$ cat src/rtl/rapids_alu_pkg.sv
// Shared definitions for the Rapids ALU request sequencer: op codes,
// precision encoding and the dispatch FSM state encoding.
package rapids_alu_pkg;

  localparam logic [2:0] OP_ADD = 3'b000;
  localparam logic [2:0] OP_SUB = 3'b100;
  localparam logic [2:0] OP_MUL = 3'b010;
  localparam logic [2:0] OP_FMA = 3'b110;
  localparam logic [2:0] OP_SHL = 3'b001;
  localparam logic [2:0] OP_SHR = 3'b011;
  localparam logic [2:0] OP_AND = 3'b101;
  localparam logic [2:0] OP_OR  = 3'b111;

  typedef enum logic [1:0] {
    PREC_CHAR   = 2'd0,
    PREC_HALF   = 2'd1,
    PREC_FULL   = 2'd2,
    PREC_DOUBLE = 2'd3
  } precision_e;

  typedef enum logic [1:0] {
    ST_IDLE = 2'd0,
    ST_WAIT = 2'd1,
    ST_RESP = 2'd2
  } dispatch_state_e;

  // Multiply-class ops use the long operand hold time.
  function automatic logic is_mul_op(input logic [2:0] op);
    return (op == OP_MUL) || (op == OP_FMA);
  endfunction

endpackage

$ cat src/rtl/alu_op_decode.sv
// Combinational op classification: multiply-class latency select and
// support check against the build-time op mask.
module alu_op_decode
  import rapids_alu_pkg::*;
#(
  parameter logic [7:0] OP_MASK = 8'h11
) (
  input  logic [2:0] op,
  output logic       is_mul_class,
  output logic       supported
);

  assign is_mul_class = is_mul_op(op);
  assign supported    = OP_MASK[op];

endmodule

$ cat src/rtl/alu_dispatch.sv
// Request-side sequencer for the Rapids combinational ALU: registers operands,
// holds them for the op latency, and returns Y1/Y2 with the caller's tag.
module alu_dispatch
  import rapids_alu_pkg::*;
#(
  parameter int         WIDTH   = 32,
  parameter int         TAG_W   = 4,
  parameter int         ALU_LAT = 1,
  parameter int         MUL_LAT = 3,
  parameter logic [7:0] OP_MASK = 8'h11
) (
  input  logic             clk,
  input  logic             rst,

  // Valid/ready on both channels: a beat transfers on a rising edge where
  // valid and ready are both high; valid never depends on ready.
  input  logic             req_valid,
  output logic             req_ready,
  input  logic [2:0]       req_op,
  input  logic             req_floating,
  input  logic             req_form,
  input  logic [1:0]       req_precision,
  input  logic [WIDTH-1:0] req_a,
  input  logic [WIDTH-1:0] req_b,
  input  logic [WIDTH-1:0] req_c,
  input  logic [WIDTH-1:0] req_d,
  input  logic [TAG_W-1:0] req_tag,

  output logic [2:0]       alu_op,
  output logic             alu_floating,
  output logic             alu_form,
  output logic [1:0]       alu_precision,
  output logic [WIDTH-1:0] alu_a,
  output logic [WIDTH-1:0] alu_b,
  output logic [WIDTH-1:0] alu_c,
  output logic [WIDTH-1:0] alu_d,
  input  logic [WIDTH-1:0] alu_y1,
  input  logic [WIDTH-1:0] alu_y2,

  output logic             rsp_valid,
  input  logic             rsp_ready,
  output logic [WIDTH-1:0] rsp_y1,
  output logic [WIDTH-1:0] rsp_y2,
  output logic [TAG_W-1:0] rsp_tag,
  output logic             rsp_err,

  output logic             busy
);

  localparam int MAX_LAT = (ALU_LAT > MUL_LAT) ? ALU_LAT : MUL_LAT;
  localparam int CNT_W   = $clog2(MAX_LAT + 1);
  localparam logic [CNT_W-1:0] ALU_CNT = CNT_W'(ALU_LAT - 1);
  localparam logic [CNT_W-1:0] MUL_CNT = CNT_W'(MUL_LAT - 1);

  dispatch_state_e  state_q, state_d;
  logic [CNT_W-1:0] count_q, count_d;
  logic [TAG_W-1:0] tag_q, tag_d;

  logic [2:0]       alu_op_q, alu_op_d;
  logic             alu_floating_q, alu_floating_d;
  logic             alu_form_q, alu_form_d;
  logic [1:0]       alu_precision_q, alu_precision_d;
  logic [WIDTH-1:0] alu_a_q, alu_a_d;
  logic [WIDTH-1:0] alu_b_q, alu_b_d;
  logic [WIDTH-1:0] alu_c_q, alu_c_d;
  logic [WIDTH-1:0] alu_d_q, alu_d_d;

  logic [WIDTH-1:0] rsp_y1_q, rsp_y1_d;
  logic [WIDTH-1:0] rsp_y2_q, rsp_y2_d;
  logic [TAG_W-1:0] rsp_tag_q, rsp_tag_d;
  logic             rsp_err_q, rsp_err_d;

  logic is_mul_class;
  logic supported;
  logic accept;

  alu_op_decode #(
    .OP_MASK (OP_MASK)
  ) u_decode (
    .op           (req_op),
    .is_mul_class (is_mul_class),
    .supported    (supported)
  );

  // Ready is gated by rst so nothing is accepted while reset is asserted.
  assign req_ready = !rst && ((state_q == ST_IDLE) ||
                              ((state_q == ST_RESP) && rsp_ready));
  assign accept    = req_valid && req_ready;

  always_comb begin
    state_d         = state_q;
    count_d         = count_q;
    tag_d           = tag_q;
    alu_op_d        = alu_op_q;
    alu_floating_d  = alu_floating_q;
    alu_form_d      = alu_form_q;
    alu_precision_d = alu_precision_q;
    alu_a_d         = alu_a_q;
    alu_b_d         = alu_b_q;
    alu_c_d         = alu_c_q;
    alu_d_d         = alu_d_q;
    rsp_y1_d        = rsp_y1_q;
    rsp_y2_d        = rsp_y2_q;
    rsp_tag_d       = rsp_tag_q;
    rsp_err_d       = rsp_err_q;

    case (state_q)
      ST_WAIT: begin
        if (count_q != '0) begin
          count_d = count_q - 1'b1;
        end else begin
          rsp_y1_d  = alu_y1;
          rsp_y2_d  = alu_y2;
          rsp_tag_d = tag_q;
          rsp_err_d = 1'b0;
          state_d   = ST_RESP;
        end
      end
      ST_RESP: begin
        if (rsp_ready) state_d = ST_IDLE;
      end
      default: ;
    endcase

    // A new accept overrides the RESP->IDLE retirement, giving back-to-back
    // operation without a bubble cycle.
    if (accept) begin
      if (supported) begin
        alu_op_d        = req_op;
        alu_floating_d  = req_floating;
        alu_form_d      = req_form;
        alu_precision_d = req_precision;
        alu_a_d         = req_a;
        alu_b_d         = req_b;
        alu_c_d         = req_c;
        alu_d_d         = req_d;
        tag_d           = req_tag;
        count_d         = is_mul_class ? MUL_CNT : ALU_CNT;
        state_d         = ST_WAIT;
      end else begin
        // ALU inputs are left untouched so the ALU never sees a glitch.
        rsp_y1_d  = '0;
        rsp_y2_d  = '0;
        rsp_tag_d = req_tag;
        rsp_err_d = 1'b1;
        state_d   = ST_RESP;
      end
    end
  end

  always_ff @(posedge clk or posedge rst) begin
    if (rst) begin
      state_q         <= ST_IDLE;
      count_q         <= '0;
      tag_q           <= '0;
      alu_op_q        <= '0;
      alu_floating_q  <= 1'b0;
      alu_form_q      <= 1'b0;
      alu_precision_q <= '0;
      alu_a_q         <= '0;
      alu_b_q         <= '0;
      alu_c_q         <= '0;
      alu_d_q         <= '0;
      rsp_y1_q        <= '0;
      rsp_y2_q        <= '0;
      rsp_tag_q       <= '0;
      rsp_err_q       <= 1'b0;
    end else begin
      state_q         <= state_d;
      count_q         <= count_d;
      tag_q           <= tag_d;
      alu_op_q        <= alu_op_d;
      alu_floating_q  <= alu_floating_d;
      alu_form_q      <= alu_form_d;
      alu_precision_q <= alu_precision_d;
      alu_a_q         <= alu_a_d;
      alu_b_q         <= alu_b_d;
      alu_c_q         <= alu_c_d;
      alu_d_q         <= alu_d_d;
      rsp_y1_q        <= rsp_y1_d;
      rsp_y2_q        <= rsp_y2_d;
      rsp_tag_q       <= rsp_tag_d;
      rsp_err_q       <= rsp_err_d;
    end
  end

  assign alu_op        = alu_op_q;
  assign alu_floating  = alu_floating_q;
  assign alu_form      = alu_form_q;
  assign alu_precision = alu_precision_q;
  assign alu_a         = alu_a_q;
  assign alu_b         = alu_b_q;
  assign alu_c         = alu_c_q;
  assign alu_d         = alu_d_q;

  assign rsp_valid = (state_q == ST_RESP);
  assign rsp_y1    = rsp_y1_q;
  assign rsp_y2    = rsp_y2_q;
  assign rsp_tag   = rsp_tag_q;
  assign rsp_err   = rsp_err_q;
  assign busy      = (state_q != ST_IDLE);

endmodule

$ cat config.mk
export PLATFORM = sky130hd
export DESIGN_NAME = alu_dispatch
export DESIGN_NICKNAME = d
export VERILOG_FILES = /design/src/rtl/rapids_alu_pkg.sv /design/src/rtl/alu_op_decode.sv /design/src/rtl/alu_dispatch.sv
export SDC_FILE = /design/constraint.sdc
export NUM_CORES = 1
export LEC_CHECK = 0
export ABC_AREA = 1
export BUFFER_PORTS_ARGS = -buffer_cell sky130_fd_sc_hd__buf_4
export CORE_ASPECT_RATIO = 0.9
export CORE_MARGIN = 4
export CORE_UTILIZATION = 30
export CTS_BUF_LIST = sky130_fd_sc_hd__clkbuf_4 sky130_fd_sc_hd__clkbuf_8 sky130_fd_sc_hd__clkbuf_16
export DETAILED_ROUTE_END_ITERATION = 7
export MAX_ROUTING_LAYER = met4
export PLACE_DENSITY = 0.57
export SYNTH_ARGS = -nofsm -noshare
export SYNTH_HDL_FRONTEND = slang
export SYNTH_SLANG_ARGS = --single-unit
$ cat constraint.sdc
create_clock -name clk -period 10.2 [get_ports clk]
set_input_delay 2.04 -clock clk [delete_from_list [all_inputs] [get_ports clk]]
set_output_delay 2.04 -clock clk [all_outputs]
set_load 0.01 [all_outputs]
==> flow_metrics.py, run 1 <==
metrics = {
    "cells_and_area": {
        "instances_no_fill": 1765,
        "stdcell_area_um2": 12600,
        "fin_util": 0.450,
        "layout_common_cells": "489 x nand2_1, 419 x buf_4, 212 x dfrtp_1",
        "drive_gt1_frac": 0.333,
        "n_antenna_cell": 0,
        "area_growth_pct": 47.9,
        "final_common_cell": "nand2_1",
        "nNetsFinal": 1598,
        "final.fill_count": 2800,
    },
    "drt": {
        "wirelength_mm": 27.0,
        "first_iter_violations": 451,
        "drtPass1Iterations": 5,
        "detail_route.wl_per_cell_um": 15.3,
        "drc": 0,
        "viasPerCell": 4.23,
        "ant_nets": 0,
        "dr_total_vias": 7462,
    },
    "outcome": {
        "outcome": "finished, final reports clean",
    },
    "timing": {
        "finalHoldViolCount": 0,
        "setup_ws_ps": 5620,
        "setup_viol": 0,
        "skew_ps": 16.8,
        "rsz0062_at_grt": "false",
        "holdWs_ps": 469,
        "tns_ps": 0,
        "worst_pin_slew_ps": 983,
        "slew_viol_final": 0,
        "relSlewSlack": 0.345,
        "fin_crit_sh": 0.449,
        "fmax_ghz": 0.218,
        "period_minus_slack_ps": 4580,
    },
    "yosys": {
        "syn_nets": 1203,
        "synth_area_um2": 8500,
        "synthCells": 996,
        "synth_cell_type_count": 17,
        "synth-seq-cells": 212,
        "avgSynthCellArea_um2": 8.54,
        "ys_seq_area_frac": 0.624,
        "yosysWarnings": 0,
    },
    "pwr": {
        "finalPower_mw": 3.83,
        "power_leakage_nw": 7.25,
        "ir_drop_uv": 148,
        "power.density_nw_per_um2": 304,
    },
    "worst_hold_path": {
        "hold_path.class": "reg2reg",
    },
    "global_route": {
        "globalRouteOverflowTotal": 0,
        "grt_max_degree": 140,
        "grtUsageTotal": 0.168,
        "antenna_found_initial": 0,
        "grt_pass1_wl_mm": 40.8,
        "first_global_vias": 7432,
    },
    "placement": {
        "placed_area_um2": 11800,
        "gp_congestion": 0.796,
        "placedCellCount": 1724,
        "post-place-ws_ps": 5610,
        "dpl.hpwl_mm": 19.1,
        "numPortBuffers": 413,
    },
    "setup_path": {
        "critPathCaptureType": "primary output",
        "cp-start-kind": "input port",
        "crit_type": "in2out",
        "crit_arrival_ps": 2540,
        "crit_required_ps": 8160,
        "cp_max_fo": 3,
    },
    "clock_network": {
        "cts_buffers": 25,
        "clkSinkCount": 212,
        "clk_latency_ps": 520,
        "clk_path_buf_depth": 3,
        "postCtsHoldBufs": 0,
        "cts-root-buf": "clkbuf_16",
        "cts_post_setup_buffers_inserted": 0,
        "cts_tree": "yes",
        "htreeDepth": 1,
        "clk_pin_slew_ps": 60,
        "cts_resized": 0,
    },
    "die": {
        "die_h_um": 168,
        "pin_count": 414,
        "num_rows": 58,
        "die_w_um": 185,
        "die_area_um2": 31100,
        "core_um2": 27900,
        "start_util": 0.304,
    },
    "run": {
        "max_cap_violations": 0,
    },
}
## cell families after synthesis
kind of cell,Yosys count,synth area share
flip-flops,212,0.624
buffers and inverters,135,0.0750
AO/OA/AOI/OAI,69,0.0406
AND/OR/NAND/NOR,580,0.261
## flip-flops by register name, indices dropped and copies added (netlist names), 3 cells and up
signal	flops
alu_d	32
alu_b	32
rsp_tag	4
alu_a	32
rsp_y1	32
alu_c	32
rsp_y2	32
alu_op	3
tag_q	4
## worst paths after layout
kind | startpoint | end | slack (ps) | cells past startpoint
min reg2reg | alu_b[28]$_DFFE_PP0P_ | alu_b[28]$_DFFE_PP0P_ | 470 | 2
max | rst | req_ready | 5620 | 5
min | alu_b[28]$_DFFE_PP0P_ | alu_b[28]$_DFFE_PP0P_ | 470 | 2
min in group asynchronous | rst | rsp_y2[2]$_DFF_PP0_ | 1750 | 2
max reg2reg | state_q[0]$_DFFE_PP0P_ | alu_c[1]$_DFFE_PP0P_ | 7550 | 7
max in group asynchronous | rst | alu_b[26]$_DFFE_PP0P_ | 6940 | 3
## metal layers
metal | up-vias | routed length (um) | track usage
li1 | 3771 | - | -
met1 | 3374 | 11000 | 0.205
met2 | 275 | 12700 | 0.272
met3 | 42 | 2600 | 0.0550
met4 | 0 | 620 | 0.0412
met5 | - | 0 | -
## power by group
group / switching, mW / total, mW / internal, mW
clock: 0.340 / 0.847 / 0.507
sequential: 0.221 / 1.46 / 1.24
combinational: 0.788 / 1.52 / 0.733
total: 1.35 / 3.83 / 2.48
## synthesized netlist by cell type, drive strengths merged
cell type | number | area [um2]
nand2 | 489 | 1840
dfrtp | 212 | 5310
inv | 84 | 315
nor2 | 76 | 293
o21ai | 68 | 340
buf | 36 | 267
clkbuf | 15 | 56.3
nand3 | 12 | 70.1
nand4 | 2 | 12.5
a21oi | 1 | 5.00
nor3 | 1 | 5.00
## area by class of cell
type	count	area, um2	area share
Clock inverter	4	27.5	0.00219
Timing Repair Buffer	419	3150	0.250
Multi-Input combinational cell	649	2570	0.205
Tap cell	360	450	0.0358
Clock buffer	37	753	0.0599
Inverter	84	325	0.0259
Sequential cell	212	5310	0.422
## worst max-delay path: stages
cell,delay [ps]
buf_4,140
nor2_2,130
nand2_1,80
inv_1,50
buf_4,110
No activity file was read; power rests on OpenSTA's default activity.
==> inputs of run 2 (changes only) <==
Settings changed: ABC_AREA 1 to 0, PLACE_DENSITY 0.57 to 0.58.
Clock period 10.2 ns to 4.6 ns, I/O delays scaled along.
==> run 2 against run 1 <==
Combinational power increased by 120%. Worst hold slack improved by 19 ps. Non-clock buffer count increased by 2.
==> flow_metrics.py, run 2 <==
metrics = {
    "outcome": {
        "outcome": "finished, final reports clean",
    },
    "yosys": {
        "synth_top_flop_cell": "dfrtp_1",
        "synth_cell_type_count": 23,
        "yosysWarnings": 0,
        "synth_top_area_frac": 0.656,
        "ys_seq_area_frac": 0.656,
        "synth.most_common_cell": "dfrtp_1",
        "synthCells": 612,
        "synthTopCellsByCount": "212 x dfrtp_1, 142 x mux2_2, 130 x nand2_1",
        "syn_nets": 819,
        "synth_area_um2": 8090,
        "synth-edff-count": 0,
        "async_flop_share": 1.00,
        "synth-seq-cells": 212,
        "synth_top_area_cell": "dfrtp_1",
        "yosys-top-cells-area": "dfrtp_1 66%, mux2_2 20%, nand2_1 6.0%, a21oi_1 4.0%, buf_2 1.8%",
        "avgSynthCellArea_um2": 13.2,
    },
    "drt": {
        "detail_route.wl_per_cell_um": 18.0,
        "first_iter_violations": 324,
        "drtPass1Iterations": 4,
        "drc": 0,
        "wirelength_mm": 25.0,
        "viasPerCell": 4.45,
        "dr_total_vias": 6179,
        "ant_nets": 0,
    },
    "cells_and_area": {
        "final_common_cell": "buf_4",
        "final.fill_count": 2460,
        "layout_common_cells": "418 x buf_4, 212 x dfrtp_1, 142 x mux2_2",
        "instances_no_fill": 1387,
        "drive_gt1_frac": 0.593,
        "multi_input_area_um2": 2610,
        "n_antenna_cell": 0,
        "fin_util": 0.472,
        "nNetsFinal": 1229,
        "stdcell_area_um2": 12400,
        "seqCellArea_um2": 5310,
        "area_growth_pct": 53.4,
    },
    "global_route": {
        "grt_max_degree": 145,
        "grt_pass1_wl_mm": 37.9,
        "antenna_found_initial": 0,
        "globalRouteOverflowTotal": 0,
        "first_global_vias": 6630,
        "grtUsageTotal": 0.164,
    },
    "timing": {
        "finalHoldViolCount": 0,
        "slew_viol_final": 0,
        "period_minus_slack_ps": 2490,
        "tns_ps": 0,
        "relSlewSlack": 0.424,
        "worst_pin_slew_ps": 863,
        "fin_crit_sh": 0.542,
        "setup_viol": 0,
        "holdWs_ps": 488,
        "fmax_ghz": 0.401,
        "setup_ws_ps": 2110,
        "rsz0062_at_grt": "false",
        "skew_ps": 11.2,
    },
    "clock_network": {
        "cts_buffers": 25,
        "clk_latency_ps": 510,
        "clk_pin_slew_ps": 60,
        "cts_resized": 0,
        "htreeDepth": 1,
        "cts-root-buf": "clkbuf_16",
        "cts_post_setup_buffers_inserted": 0,
        "clk_path_buf_depth": 3,
        "postCtsHoldBufs": 0,
        "cts_tree": "yes",
        "clkSinkCount": 212,
    },
    "pwr": {
        "finalPower_mw": 8.73,
        "power_leakage_nw": 6.09,
        "ir_drop_uv": 298,
        "power.density_nw_per_um2": 703,
    },
    "setup_path": {
        "crit_required_ps": 3680,
        "crit_type": "in2out",
        "cp-start-kind": "input port",
        "critPathCaptureType": "primary output",
        "cp_max_fo": 4,
        "crit_arrival_ps": 1570,
    },
    "run": {
        "max_cap_violations": 0,
    },
    "worst_hold_path": {
        "hold_path.class": "reg2reg",
    },
    "placement": {
        "placedCellCount": 1343,
        "dpl.hpwl_mm": 18.3,
        "numPortBuffers": 413,
        "gp_congestion": 0.785,
        "placed_area_um2": 11600,
        "post-place-ws_ps": 1630,
    },
    "die": {
        "die_area_um2": 29600,
        "start_util": 0.308,
        "pin_count": 414,
        "core_um2": 26300,
        "die_w_um": 181,
        "num_rows": 56,
        "die_h_um": 164,
    },
}
==> run 2: area by class of cell <==
class / count / share of cell area
clock inverter: 10 / 0.0104
tap: 348 / 0.0351
clock buffer: 34 / 0.0584
multi-input combinational: 361 / 0.210
timing repair buffer: 421 / 0.258
inverter: 1 / 0.000605
sequential: 212 / 0.428
==> run 2: path summary, 6_finish.rpt <==
path	startpoint	to	slack (ps)	cells past startpoint
min in group asynchronous	rst	state_q[0]$_DFFE_PP0P_	550	3
max in group asynchronous	rst	alu_a[21]$_DFFE_PP0P_	3270	3
min reg2reg	rsp_err$_DFF_PP0_	rsp_err$_DFF_PP0_	490	1
max	rsp_ready	req_ready	2110	4
min	rsp_err$_DFF_PP0_	rsp_err$_DFF_PP0_	490	1
max reg2reg	state_q[0]$_DFFE_PP0P_	alu_d[23]$_DFFE_PP0P_	2180	4
==> run 2: cell families (layout without fill, tap and decap cells) <==
logic type | Yosys count | after routing | share of synthesized area
buffers and inverters | 39 | 466 | 0.0226
AO/OA/AOI/OAI | 68 | 68 | 0.0429
AND/OR/NAND/NOR | 148 | 148 | 0.0752
flip-flops | 212 | 212 | 0.656
multiplexers | 145 | 145 | 0.203
==> run 2: where the power goes <==
group          internal (mW)  total (mW)  switching (mW)  leakage [nW]
clock                   1.27        2.03           0.764         0.433
combinational           1.90        3.40            1.50          3.02
sequential              2.79        3.30           0.514          2.64
total                   5.95        8.73            2.78          6.09
==> run 2: worst max-delay path, cell delays in order <==
cell and delay (ps):
buf_4 110, nand2b_1 200, and2_1 200, buf_4 140
==> run 2: metal layers <==
layer | wire (um) | vias to the layer above | global-route usage
met5 | 0 | - | -
li1 | - | 2890 | -
met2 | 12300 | 261 | 0.272
met1 | 10000 | 2985 | 0.200
met4 | 723 | 0 | 0.0426
met3 | 1940 | 43 | 0.0458
==> inputs of run 3 (changes only) <==
Clock period 4.6 ns to 2.6 ns, I/O delays scaled along.
==> run 3 against run 2 <==
Largest cell class unchanged. Non-clock buffer count increased by 14. Die area is the same. Clock power rose by 86%. Sequential cell count did not move. Global-route usage decreased by 0.20 points. Sequential power increased by 76%. Final cell count increased by 1.0%. Highest routed layer unchanged. Setup slack worse by 1600 ps.
==> flow_metrics.py, run 3 (same netlist as run 2, synthesis figures left out) <==
metrics = {
    "timing": {
        "skew_ps": 7.08,
        "relSlewSlack": 0.513,
        "fin_crit_sh": 0.808,
        "tns_ps": 0,
        "fmax_ghz": 0.476,
        "setup_viol": 0,
        "period_minus_slack_ps": 2100,
        "worst_pin_slew_ps": 729,
        "slew_viol_final": 0,
        "rsz0062_at_grt": "false",
        "finalHoldViolCount": 0,
    },
    "drt": {
        "viasPerCell": 4.47,
        "drc": 0,
        "drtPass1Iterations": 4,
        "first_iter_violations": 282,
        "ant_nets": 0,
        "detail_route.wl_per_cell_um": 17.7,
        "wirelength_mm": 24.8,
        "dr_total_vias": 6263,
    },
    "setup_path": {
        "critical_path_buf_inv_count": 1,
        "cp-start-kind": "flip-flop",
        "rr_startpoint": "count_q[0]$_DFF_PP0_",
        "crit_path_start": "count_q[0]$_DFF_PP0_",
        "path_cells": "or4b_2, buf_4, nand2_1, a21oi_1",
        "crit_arrival_ps": 2480,
        "crit_type": "reg2reg",
        "critical_path.slowest_cell": "or4b_2",
        "crit_family": "simple AND/OR/NAND/NOR gates",
        "critPathCaptureType": "flip-flop",
        "crit_required_ps": 2980,
        "cp_max_fo": 57,
        "max_stage_delay_ps": 890,
    },
    "die": {
        "pin_count": 414,
        "die_w_um": 181,
        "num_rows": 56,
        "core_um2": 26300,
        "start_util": 0.308,
        "die_area_um2": 29600,
        "die_h_um": 164,
    },
    "clock_network": {
        "cts_post_setup_buffers_inserted": 0,
        "clkSinkCount": 212,
        "clk_path_buf_depth": 3,
        "cts_resized": 0,
        "cts_tree": "yes",
        "htreeDepth": 1,
        "clk_latency_ps": 510,
        "cts_buffers": 24,
        "clk_pin_slew_ps": 60,
        "postCtsHoldBufs": 0,
        "cts-root-buf": "clkbuf_16",
    },
    "cells_and_area": {
        "nNetsFinal": 1242,
        "seqCellArea_um2": 5310,
        "final_common_cell": "buf_4",
        "area_growth_pct": 56.1,
        "drive_gt1_frac": 0.598,
        "final.fill_count": 2423,
        "stdcell_area_um2": 12600,
        "layout_common_cells": "427 x buf_4, 212 x dfrtp_1, 142 x mux2_2",
        "n_antenna_cell": 0,
        "multi_input_area_um2": 2610,
    },
    "run": {
        "max_cap_violations": 0,
    },
    "global_route": {
        "grt_max_degree": 58,
        "grt_pass1_wl_mm": 37.3,
        "globalRouteOverflowTotal": 0,
        "antenna_found_initial": 0,
        "first_global_vias": 6621,
        "grtUsageTotal": 0.162,
    },
    "placement": {
        "numPortBuffers": 413,
        "placed_area_um2": 11700,
        "dpl.hpwl_mm": 18.7,
        "gp_congestion": 0.784,
    },
    "pwr": {
        "ir_drop_uv": 657,
        "power_leakage_nw": 6.19,
        "power.density_nw_per_um2": 1240,
    },
    "worst_hold_path": {
        "hold_path.class": "in2async",
    },
    "outcome": {
        "outcome": "finished, final reports clean",
    },
}
==> run 3: cell types whose count changed in the layout (fill, tap and decap cells not counted), sizes merged <==
cell,delta
buf,+14
clkinv,-3
bufinv,+2
clkbuf,+1
clkinvlp,+1
inv,-1
==> run 3: metal layers <==
metal  vias up  wire [um]  global-route usage
met4         0        804              0.0477
met3        50       1740              0.0414
met2       259      12400               0.272
li1       2937          -                   -
met5         -          0                   -
met1      3017       9800               0.195
==> run 3: area by class of cell <==
class	count	area share
sequential	212	0.420
tap	348	0.0345
timing repair buffer	435	0.267
multi-input combinational	361	0.207
inverter	1	0.000595
clock buffer	35	0.0575
clock inverter	9	0.0140
==> run 3: worst reg2reg max path, stage by stage (launching register included) <==
cell and delay [ps]:
dfrtp_1 420, or4b_2 890, buf_4 400, nand2_1 190
a21oi_1 70
==> run 3: through the flow <==
step,power (mW),hold WS (ps),cells,util,setup WS [ps]
2_1_floorplan,8.47,475,612,-,-676
3_3_place_gp,11.9,463,1357,0.446,536
3_5_place_dp,12.0,480,1357,0.446,509
4_1_cts,15.9,149,1401,0.480,508
5_1_grt,16.6,165,1401,0.480,382
6_report,15.6,140,1401,0.480,499
==> run 3: report_power, final <==
group          total (mW)  internal (mW)  switching, mW
sequential           5.81           4.93          0.874
combinational        6.04           3.38           2.66
clock                3.78           2.43           1.34
total                15.6           10.7           4.88
==> run 3: final timing paths <==
path	end	slack [ps]	cells after the start
min in group clk	alu_d[2]$_DFFE_PP0P_	240	2
max in group asynchronous	alu_b[10]$_DFFE_PP0P_	1740	3
min	alu_op[2]$_DFFE_PP0P_	140	2
max	rsp_y1[17]$_DFF_PP0_	500	4
max reg2reg	rsp_y1[17]$_DFF_PP0_	500	4
min reg2reg	rsp_err$_DFF_PP0_	490	1
